`src/rtl/seq_pkg.sv`:
```
// rtl/seq_pkg.sv - shared types and sizing helpers for the sequence generator and detectors
package seq_pkg;

    typedef enum logic [1:0] {
        IDLE  = 2'd0,
        SHIFT = 2'd1,
        DONE  = 2'd2
    } seq_gen_state_t;

    localparam int PAT_W_DEFAULT = 8;
    localparam int REP_W_DEFAULT = 4;

    // Width of a field able to hold any length from 0 to pat_w inclusive.
    function automatic int len_width(input int pat_w);
        return $clog2(pat_w + 1);
    endfunction

endpackage

```
`src/rtl/seq_pattern_gen_if.sv`:
```
// rtl/seq_pattern_gen_if.sv - control and serial-output bundle of the pattern generator
interface seq_pattern_gen_if #(
    parameter int PAT_W = seq_pkg::PAT_W_DEFAULT,
    parameter int REP_W = seq_pkg::REP_W_DEFAULT
);
    import seq_pkg::*;

    localparam int LEN_W = len_width(PAT_W);

    logic             start;
    logic [PAT_W-1:0] pattern;
    logic [LEN_W-1:0] len;
    logic [REP_W-1:0] rep;
    logic             stall;
    logic             x;
    logic             valid;
    logic             busy;
    logic             done;

    modport master (
        output start, pattern, len, rep, stall,
        input  x, valid, busy, done
    );

    modport slave (
        input  start, pattern, len, rep, stall,
        output x, valid, busy, done
    );

endinterface

```
`src/rtl/seq_down_counter.sv`:
```
// rtl/seq_down_counter.sv - loadable down counter that saturates at zero
module seq_down_counter #(
    parameter int W = 4
) (
    input  logic         clk,
    input  logic         clr,
    input  logic         load,
    input  logic         en,
    input  logic [W-1:0] load_val,
    output logic [W-1:0] count,
    output logic         zero
);

    logic [W-1:0] cnt_q;
    logic [W-1:0] cnt_d;

    always_comb begin
        cnt_d = cnt_q;
        if (load) begin
            cnt_d = load_val;
        end else if (en && (cnt_q != '0)) begin
            cnt_d = cnt_q - W'(1);
        end
    end

    always_ff @(posedge clk or posedge clr) begin
        if (clr) begin
            cnt_q <= '0;
        end else begin
            cnt_q <= cnt_d;
        end
    end

    assign count = cnt_q;
    assign zero  = (cnt_q == '0);

endmodule

```
`src/rtl/seq_pattern_gen.sv`:
```
// rtl/seq_pattern_gen.sv - serial test-pattern generator, MSB-first with repeats and stall
module seq_pattern_gen
    import seq_pkg::*;
#(
    parameter int PAT_W = PAT_W_DEFAULT,
    parameter int REP_W = REP_W_DEFAULT
) (
    input  logic              clk,
    input  logic              clr,
    seq_pattern_gen_if.slave  bus
);

    localparam int LEN_W = len_width(PAT_W);
    localparam int BIT_W = $clog2(PAT_W);

    seq_gen_state_t   state_q, state_d;
    logic [PAT_W-1:0] pat_q, pat_d;
    logic [BIT_W-1:0] len_m1_q, len_m1_d;
    logic             x_q, x_d;
    logic             valid_q, valid_d;

    logic             bit_load, bit_en, bit_zero;
    logic [BIT_W-1:0] bit_load_val, bit_cnt, bit_nxt;
    logic             pass_load, pass_en, pass_zero;
    logic [REP_W-1:0] pass_cnt;

    logic [LEN_W-1:0] len_c;
    logic [BIT_W-1:0] len_m1_c;
    logic             accept;

    assign len_c    = (bus.len > LEN_W'(PAT_W)) ? LEN_W'(PAT_W) : bus.len;
    assign len_m1_c = BIT_W'(len_c - LEN_W'(1));
    assign accept   = bus.start && (bus.len != '0);
    assign bit_nxt  = bit_cnt - BIT_W'(1);

    seq_down_counter #(.W(BIT_W)) u_bit_cnt (
        .clk      (clk),
        .clr      (clr),
        .load     (bit_load),
        .en       (bit_en),
        .load_val (bit_load_val),
        .count    (bit_cnt),
        .zero     (bit_zero)
    );

    seq_down_counter #(.W(REP_W)) u_pass_cnt (
        .clk      (clk),
        .clr      (clr),
        .load     (pass_load),
        .en       (pass_en),
        .load_val (bus.rep),
        .count    (pass_cnt),
        .zero     (pass_zero)
    );

    always_ff @(posedge clk or posedge clr) begin
        if (clr) begin
            state_q  <= IDLE;
            pat_q    <= '0;
            len_m1_q <= '0;
            x_q      <= 1'b0;
            valid_q  <= 1'b0;
        end else begin
            state_q  <= state_d;
            pat_q    <= pat_d;
            len_m1_q <= len_m1_d;
            x_q      <= x_d;
            valid_q  <= valid_d;
        end
    end

    always_comb begin
        state_d = state_q;
        case (state_q)
            IDLE:    if (accept) state_d = SHIFT;
            SHIFT:   if (!bus.stall && bit_zero && pass_zero) state_d = DONE;
            DONE:    state_d = IDLE;
            default: state_d = IDLE;
        endcase
    end

    // Counters track the bit currently on x; each edge prepares the following one.
    always_comb begin
        pat_d        = pat_q;
        len_m1_d     = len_m1_q;
        x_d          = x_q;
        valid_d      = 1'b0;
        bit_load     = 1'b0;
        bit_en       = 1'b0;
        bit_load_val = len_m1_q;
        pass_load    = 1'b0;
        pass_en      = 1'b0;
        case (state_q)
            IDLE: begin
                x_d = 1'b0;
                if (accept) begin
                    pat_d        = bus.pattern;
                    len_m1_d     = len_m1_c;
                    bit_load     = 1'b1;
                    bit_load_val = len_m1_c;
                    pass_load    = 1'b1;
                    x_d          = bus.pattern[len_m1_c];
                    valid_d      = 1'b1;
                end
            end
            SHIFT: begin
                if (!bus.stall) begin
                    if (bit_zero) begin
                        if (pass_zero) begin
                            x_d = 1'b0;
                        end else begin
                            bit_load = 1'b1;
                            pass_en  = 1'b1;
                            x_d      = pat_q[len_m1_q];
                            valid_d  = 1'b1;
                        end
                    end else begin
                        bit_en  = 1'b1;
                        x_d     = pat_q[bit_nxt];
                        valid_d = 1'b1;
                    end
                end
            end
            default: x_d = 1'b0;
        endcase
    end

    always_comb begin
        bus.busy  = (state_q != IDLE);
        bus.done  = (state_q == DONE);
        bus.x     = x_q;
        bus.valid = valid_q;
    end

endmodule
```
`src/flat_wrapper.sv`:
```
// flat-port wrapper written by rule: the top's interface ports become plain ports
module seq_pattern_gen_flat import seq_pkg::*;
#(
    parameter int PAT_W = PAT_W_DEFAULT,
    parameter int REP_W = REP_W_DEFAULT
)
  (clk, clr, bus_start, bus_pattern, bus_len, bus_rep, bus_stall, bus_x, bus_valid, bus_busy, bus_done);
  seq_pattern_gen_if #(.PAT_W(PAT_W), .REP_W(REP_W)) bus_i ();
  input  logic clk;
  input  logic clr;
  input wire logic [$bits(bus_i.start)-1:0] bus_start;
  input wire logic [$bits(bus_i.pattern)-1:0] bus_pattern;
  input wire logic [$bits(bus_i.len)-1:0] bus_len;
  input wire logic [$bits(bus_i.rep)-1:0] bus_rep;
  input wire logic [$bits(bus_i.stall)-1:0] bus_stall;
  output wire logic [$bits(bus_i.x)-1:0] bus_x;
  output wire logic [$bits(bus_i.valid)-1:0] bus_valid;
  output wire logic [$bits(bus_i.busy)-1:0] bus_busy;
  output wire logic [$bits(bus_i.done)-1:0] bus_done;
  assign bus_i.start = bus_start;
  assign bus_i.pattern = bus_pattern;
  assign bus_i.len = bus_len;
  assign bus_i.rep = bus_rep;
  assign bus_i.stall = bus_stall;
  assign bus_x = bus_i.x;
  assign bus_valid = bus_i.valid;
  assign bus_busy = bus_i.busy;
  assign bus_done = bus_i.done;
  seq_pattern_gen #(.PAT_W(PAT_W), .REP_W(REP_W)) u_core (.clk(clk), .clr(clr), .bus(bus_i));
endmodule
```
`config.mk`:
```
export PLATFORM = sky130hd
export DESIGN_NAME = seq_pattern_gen_flat
export DESIGN_NICKNAME = d
export VERILOG_FILES = /design/src/rtl/seq_pkg.sv /design/src/rtl/seq_pattern_gen_if.sv /design/src/rtl/seq_down_counter.sv /design/src/rtl/seq_pattern_gen.sv /design/src/flat_wrapper.sv
export SDC_FILE = /design/constraint.sdc
export NUM_CORES = 1
export LEC_CHECK = 0
export CORE_MARGIN = 2
export CORE_UTILIZATION = 52
export CTS_CLUSTER_DIAMETER = 120
export CTS_CLUSTER_SIZE = 12
export DETAILED_ROUTE_END_ITERATION = 7
export PLACE_DENSITY = 0.85
export SLEW_MARGIN = 10
export SYNTH_ARGS = -nofsm -noshare
export SYNTH_HDL_FRONTEND = slang
export SYNTH_SLANG_ARGS = --single-unit
```
`constraint.sdc`:
```
create_clock -name clk -period 2.4 [get_ports clk]
set_clock_uncertainty 0.15 [all_clocks]
set_input_delay 0.24 -clock clk [delete_from_list [all_inputs] [get_ports clk]]
set_output_delay 0.24 -clock clk [all_outputs]
set_load 0.01 [all_outputs]
```
==> impl_results.md, run 1 <==
- CTS tree: done
- R2R Setup Slk: 0.13 ns
- Critical path's largest stage delay: ~0.55 ns
- P_int: roughly 0.0012 W
- Type of the worst min-delay path: primary input to asynchronous set/reset pin
- Final period util: 0.945
- Total gr overflow: 0
- Crit path DAT: around 2.3 ns
- Worst slew pin tran: 0.457 ns
- Final nets: ~200
- Fraction of layout cells with a size suffix above 1: 0.156
- Via count: around 1200
- Crit-path cells: inv_1, ha_1, mux4_2, nand2_1, a2111oi_0, a31oi_1, nand3_1
- Final worst slack: 0.132 ns
- DR pass1 iterations: 4
- Cells after DPL: 199
- Syn Area/Cell: 9.49 µm²
- Antenna violations before repair: 0
- Syn nets: roughly 170
- Hold Buf Count CTS: 0
- Final GP Congestion: just over 0.9
- Post-DP HPWL: 2330 µm
- Net Sw Frac: 0.378
- Slew Limit Fails: 0
- Filler Cells Inserted: between 150 and 200
- Maximum clock frequency: 0.441 GHz
- Final min period: 2.27 ns
- N_diodes: 0
- Pwr dens: between 1000 and 1500 nW/µm²
- Post-synth ARST share: 1.00
- Clock Latency Late Sink: approximately 0.32 ns
- Total Wirelength: about 3100 µm
- Outcome: completed
- Maxcap violations: 0
- Remaining DRCs: 0
- Reg area: between 500 and 600 µm²
- Total track usage: 0.210
- # H-tree levels: 1
- RSZ-0062 raised after global routing: no
- Critical Path Start: u_core.u_bit_cnt.count[0]
- Final setup TNS: 0 ns
- Finish-stage setup viols: 0
- Vias in the first global route: between 1000 and 1500
- Row count: 18
- Post-synthesis sequential area ratio: 0.400
- Clock network fraction of design power: 0.149
- Via density per instance: just over 6
- RR Endpoint: u_core.bus.x
- Commonest non-fill, non-tap cells in the layout: nand2_1 (39), clkdlybuf4s50_1 (23), dfrtp_1 (22)
- Die X: roughly 55 µm
- Reg2reg start: u_core.u_bit_cnt.count[0]
- ANT nets after route: 0
- Number of setup buffers added after CTS: 0
- EDFF count, synth: 0
- CP Max Fanout: 6
- CTS root buf: clkbuf_4
- Wire per inst: between 15 and 20 µm
- Worst setup SP type: register
- CTS buffer count: 3
- Final Hold Fails: 0
- First-pass GRT wire length: ~5200 µm
- Comb power frac: 0.483
- Sw power: ~0.00073 W
- Peak supply drop: ~0.80 mV
- Synth cell types: 33
- Die Y: 55.4 µm
- CORE AREA: about 2500 µm²
- Crit path max-delay cell type: mux4_2
- Synth Warn #: 0
- Final Util: 0.686
- Yosys reg bits: 22
- PostCTS Resize Cnt: 0
- Area occupied by multi-input gates: 764 µm²
- Synth Flop Type: dfrtp_1
- Syn-to-layout area delta: 24.5%
- Max Root-Sink Buffers: 2
- Reg power frac: 0.368
- Mapped Cells: around 150
- Initial core utilization: 0.551
- Synthesized area: 1380 µm²
- Commonest non-fill, non-tap cell in the layout: nand2_1
- Critical path class: register to register
- Fin cells: around 200
- Clock slew at reported path FFs: between 0.1 and 0.15 ns
- Dpl ws: -0.171 ns
- PortBufs: 23
- Ports: 24
- Die footprint: a little over 3000 µm²
- Clock sinks: 22
- DRT iter0 DRCs: roughly 60
- Worst R2R Path Depth: 7
- Crit. End Element: register
- Largest net degree at the start of global routing: 23
- Worst EP required: between 2 and 2.5 ns
- Slew headroom: 0.688
- LEAKAGE: 0.765 nW
## cell families after synthesis
family | count (synthesis) | share of synthesized area
compound gates | 27 | 0.120
xor+xnor | 1 | 0.0118
simple gates | 67 | 0.244
mux | 11 | 0.144
flops | 22 | 0.400
fa+ha+maj | 4 | 0.0364
buf+inv | 13 | 0.0445
## critical path: cells and delay by family (launching register included)
| family | cells | cell delay, ns |
|---|---|---|
| adder cells (fa/ha/maj) | 1 | 0.36 |
| AO/OA/AOI/OAI | 2 | 0.32 |
| multiplexers | 1 | 0.55 |
| AND/OR/NAND/NOR | 2 | 0.17 |
| flip-flops | 1 | 0.44 |
| buffers and inverters | 1 | 0.17 |
## layout make-up
| class | instances | share of cell area |
|---|---|---|
| clock buffers | 3 | 0.0131 |
| repair buffers | 30 | 0.165 |
| multi-input cells | 110 | 0.446 |
| inverters | 7 | 0.0153 |
| well taps | 30 | 0.0219 |
| flip-flops and latches | 22 | 0.321 |
| clock inverters | 1 | 0.0175 |
## synth_stat cells, types with 2 or more instances
library cell | n | area, µm²
ha_1 | 4 | 50.1
mux2i_1 | 4 | 40.0
nor3_1 | 2 | 10.0
o21ai_0 | 11 | 55.1
nand3_1 | 4 | 20.0
a31oi_1 | 3 | 18.8
nor2_1 | 6 | 22.5
nor2b_1 | 3 | 18.8
a21oi_1 | 5 | 25.0
o22ai_1 | 2 | 12.5
buf_2 | 3 | 15.0
inv_1 | 7 | 26.3
or3b_2 | 2 | 17.5
nand3_2 | 2 | 20.0
dfrtp_1 | 22 | 551
a221o_1 | 2 | 20.0
nand2_1 | 39 | 146
nor3b_1 | 3 | 22.5
mux4_2 | 7 | 158
## routing by layer
layer | track usage | wire (µm)
met5 | 0 | 0
met4 | 0.0523 | 51
met3 | 0.0398 | 231
met2 | 0.344 | 1470
met1 | 0.288 | 1330
## power by group through the flow
stage	clock network (W)	registers [W]	logic [W]
floorplan	0	0.000654	0.000738
global placement	0	0.000700	0.000890
detailed placement	0	0.000713	0.000935
CTS	0.000293	0.000708	0.000938
global route	0.000313	0.000732	0.00103
finish	0.000290	0.000715	0.000940
## state kept, by name (all words and copies together) (netlist names)
name                     cells
u_core.pat_q                 8
u_core.len_m1_q              3
u_core.bus.valid             1
u_core.bus.x                 1
u_core.u_pass_cnt.count      4
u_core.u_bit_cnt.count       3
u_core.state_q               2
## worst max-delay path by stage
| stage | endpoint | depth (start not counted) |
|---|---|---|
| 3_5_place_dp | u_core.bus.x | 7 |
| 6_report | u_core.bus.x | 7 |
| 5_1_grt | u_core.bus.x | 7 |
| 4_1_cts | u_core.bus.x | 7 |
| 3_3_place_gp | u_core.bus.x | 7 |
| 2_1_floorplan | u_core.bus.x | 6 |
## stage by stage
step / hold slack (ns) / power [W] / cell area, µm²
2_1_floorplan: 0.0792 / 0.00139 / 1380
3_3_place_gp: 0.356 / 0.00159 / 1660
3_5_place_dp: 0.367 / 0.00165 / 1660
4_1_cts: 0.0925 / 0.00194 / 1710
5_1_grt: 0.124 / 0.00207 / 1710
6_report: 0.0839 / 0.00194 / 1710
Note: power is estimated with default switching activity, not from simulation.
==> inputs of run 2 (changes only) <==
--- a/config.mk
+++ b/config.mk
@@ -8,7 +8,7 @@
 export CORE_MARGIN = 2
 export CORE_UTILIZATION = 52
 export CTS_CLUSTER_DIAMETER = 120
-export CTS_CLUSTER_SIZE = 12
+export CTS_CLUSTER_SIZE = 25
 export DETAILED_ROUTE_END_ITERATION = 7
 export PLACE_DENSITY = 0.85
 export SLEW_MARGIN = 10
==> results of run 2 <==
Same layout as run 1: the final DEF is identical, and so are final timing and power.
==> inputs of run 3 (changes only) <==
--- a/config.mk
+++ b/config.mk
@@ -11,6 +11,7 @@
 export CTS_CLUSTER_SIZE = 25
 export DETAILED_ROUTE_END_ITERATION = 7
 export PLACE_DENSITY = 0.85
+export REMOVE_ABC_BUFFERS = 1
 export SLEW_MARGIN = 10
 export SYNTH_ARGS = -nofsm -noshare
 export SYNTH_HDL_FRONTEND = slang
==> run 3 against run 2 <==
Effect of this change: routed wire length is 8.2% higher; first-iteration DRC count is 41% lower; fmax is 1.9% higher; critical endpoint unchanged; largest cell class unchanged; non-clock buffer count is 3 lower.
==> impl_results.md, run 3 (synthesis gave the netlist of run 1 again) <==
- Final min period: 2.23 ns
- Clock Latency Late Sink: 0.32 ns
- Die Y: between 50 and 60 µm
- Critical path class: register to register
- Crit. End Element: register
- Crit path DAT: about 2.3 ns
- Critical Path Start: u_core.u_bit_cnt.count[0]
- First-pass GRT wire length: roughly 5600 µm
- Outcome: completed
- Final period util: 0.928
- Finish-stage setup viols: 0
- Number of setup buffers added after CTS: 0
- # H-tree levels: 1
- Type of the worst min-delay path: primary input to asynchronous set/reset pin
- Met1 Usage GRT: 0.298
- LEAKAGE: roughly 0.75 nW
- Peak supply drop: 0.822 mV
- Worst slew pin tran: about 0.83 ns
- PostCTS Resize Cnt: 0
- Final GP Congestion: roughly 0.95
- Biggest register: u_core.pat_q
- Clock sinks: 22
- Via density per instance: 6.03
- Vias in the first global route: ~1200
- Hold Buf Count CTS: 0
- ANT nets after route: 0
- Total gr overflow: 0
- Die footprint: a little over 3000 µm²
- Max reg flops: 8
- Remaining DRCs: 0
- Max Root-Sink Buffers: 2
- DR pass1 iterations: 4
- Final Util: 0.677
- Syn-to-layout area delta: 22.9%
- DRT iter0 DRCs: 36
- M2 GR Usage: 0.384
- Worst EP required: approximately 2.5 ns
- CTS buffer count: 3
- N_diodes: 0
- Maximum clock frequency: around 0.45 GHz
- Commonest non-fill, non-tap cells in the layout: nand2_1 (39), clkdlybuf4s50_1 (23), dfrtp_1 (22)
- Largest net degree at the start of global routing: 23
- CTS tree: done
- Row count: 18
- Final setup TNS: 0 ns
- Commonest non-fill, non-tap cell in the layout: nand2_1
- Total track usage: 0.231
- Total Wirelength: 3340 µm
- Via count: 1205
- CTS root buf: clkbuf_4
- Reg2reg start: u_core.u_bit_cnt.count[0]
- Final nets: between 150 and 200
- R2R Setup Slk: between 0.15 and 0.2 ns
- Maxcap violations: 0
- CP Max Fanout: 6
- RR Endpoint: u_core.bus.x
- Worst R2R Path Depth: 7
- Final Hold Fails: 0
- Clock slew at reported path FFs: approximately 0.14 ns
- Pwr dens: about 1200 nW/µm²
- Slew Limit Fails: 0
- Worst setup SP type: register
- Slew headroom: 0.443
- Post-DP HPWL: 2430 µm
- CORE AREA: about 2500 µm²
- GR peak layer: met2
- PortBufs: 23
- Met3 Use GR: 0.0375
- Wire per inst: about 17 µm
- Fraction of layout cells with a size suffix above 1: 0.141
- Ports: 24
- Die X: 55.4 µm
- Antenna violations before repair: 0
- Initial core utilization: 0.551
- RSZ-0062 raised after global routing: no
## run 3: cell types whose count changed in the layout (fill, tap and decap cells not counted)
cell / before / now
buf_4: 7 / 4
## run 3: layer usage
metal / vias to the layer above / routed length (µm)
met5: - / 0
met3: 8 / 165
met4: 0 / 59
met1: 583 / 1450
li1: 566 / -
met2: 48 / 1670
## run 3: worst max path at each step
stage | end | slack [ns] | cells after the start
after floorplan | u_core.bus.x | 0.37 | 6
after global placement | u_core.bus.x | -0.09 | 7
after detailed placement | u_core.bus.x | -0.13 | 7
after CTS | u_core.bus.x | 0.19 | 7
after global routing | u_core.bus.x | 0.03 | 7
final | u_core.bus.x | 0.17 | 7
## run 3: report_power, final
group,switching [W],internal (W)
Combinational,0.000449,0.000499
Sequential,0.000186,0.000535
Clock,0.000127,0.000169
Total,0.000762,0.00120
## run 3: worst max-delay path, cell delays in order (launching register included)
cell and delay [ns]:
dfrtp_1 0.44, inv_1 0.18, ha_1 0.37, mux4_2 0.56, nand2_1 0.09, a2111oi_0 0.08, a31oi_1 0.17, nand3_1 0.09
## run 3: cell type report
class,count,area (µm²)
Clock buffer,3,22.5
Clock inverter,1,30.0
Fill cell,217,808
Inverter,7,26.3
Multi-Input combinational cell,110,764
Sequential cell,22,551
Tap cell,30,37.5
Timing Repair Buffer,27,260
## run 3: through the flow
step	instance area [µm²]	instances	power (W)	hold WS [ns]	setup slack, ns
final	1690	200	0.00197	0.210	0.174
after global routing	1690	200	0.00210	0.295	0.0339
after CTS	1690	200	0.00195	0.250	0.187
after detailed placement	1640	196	0.00164	0.366	-0.135
after global placement	1640	196	0.00158	0.353	-0.0902
after floorplan	1340	139	0.00137	0.0792	0.370
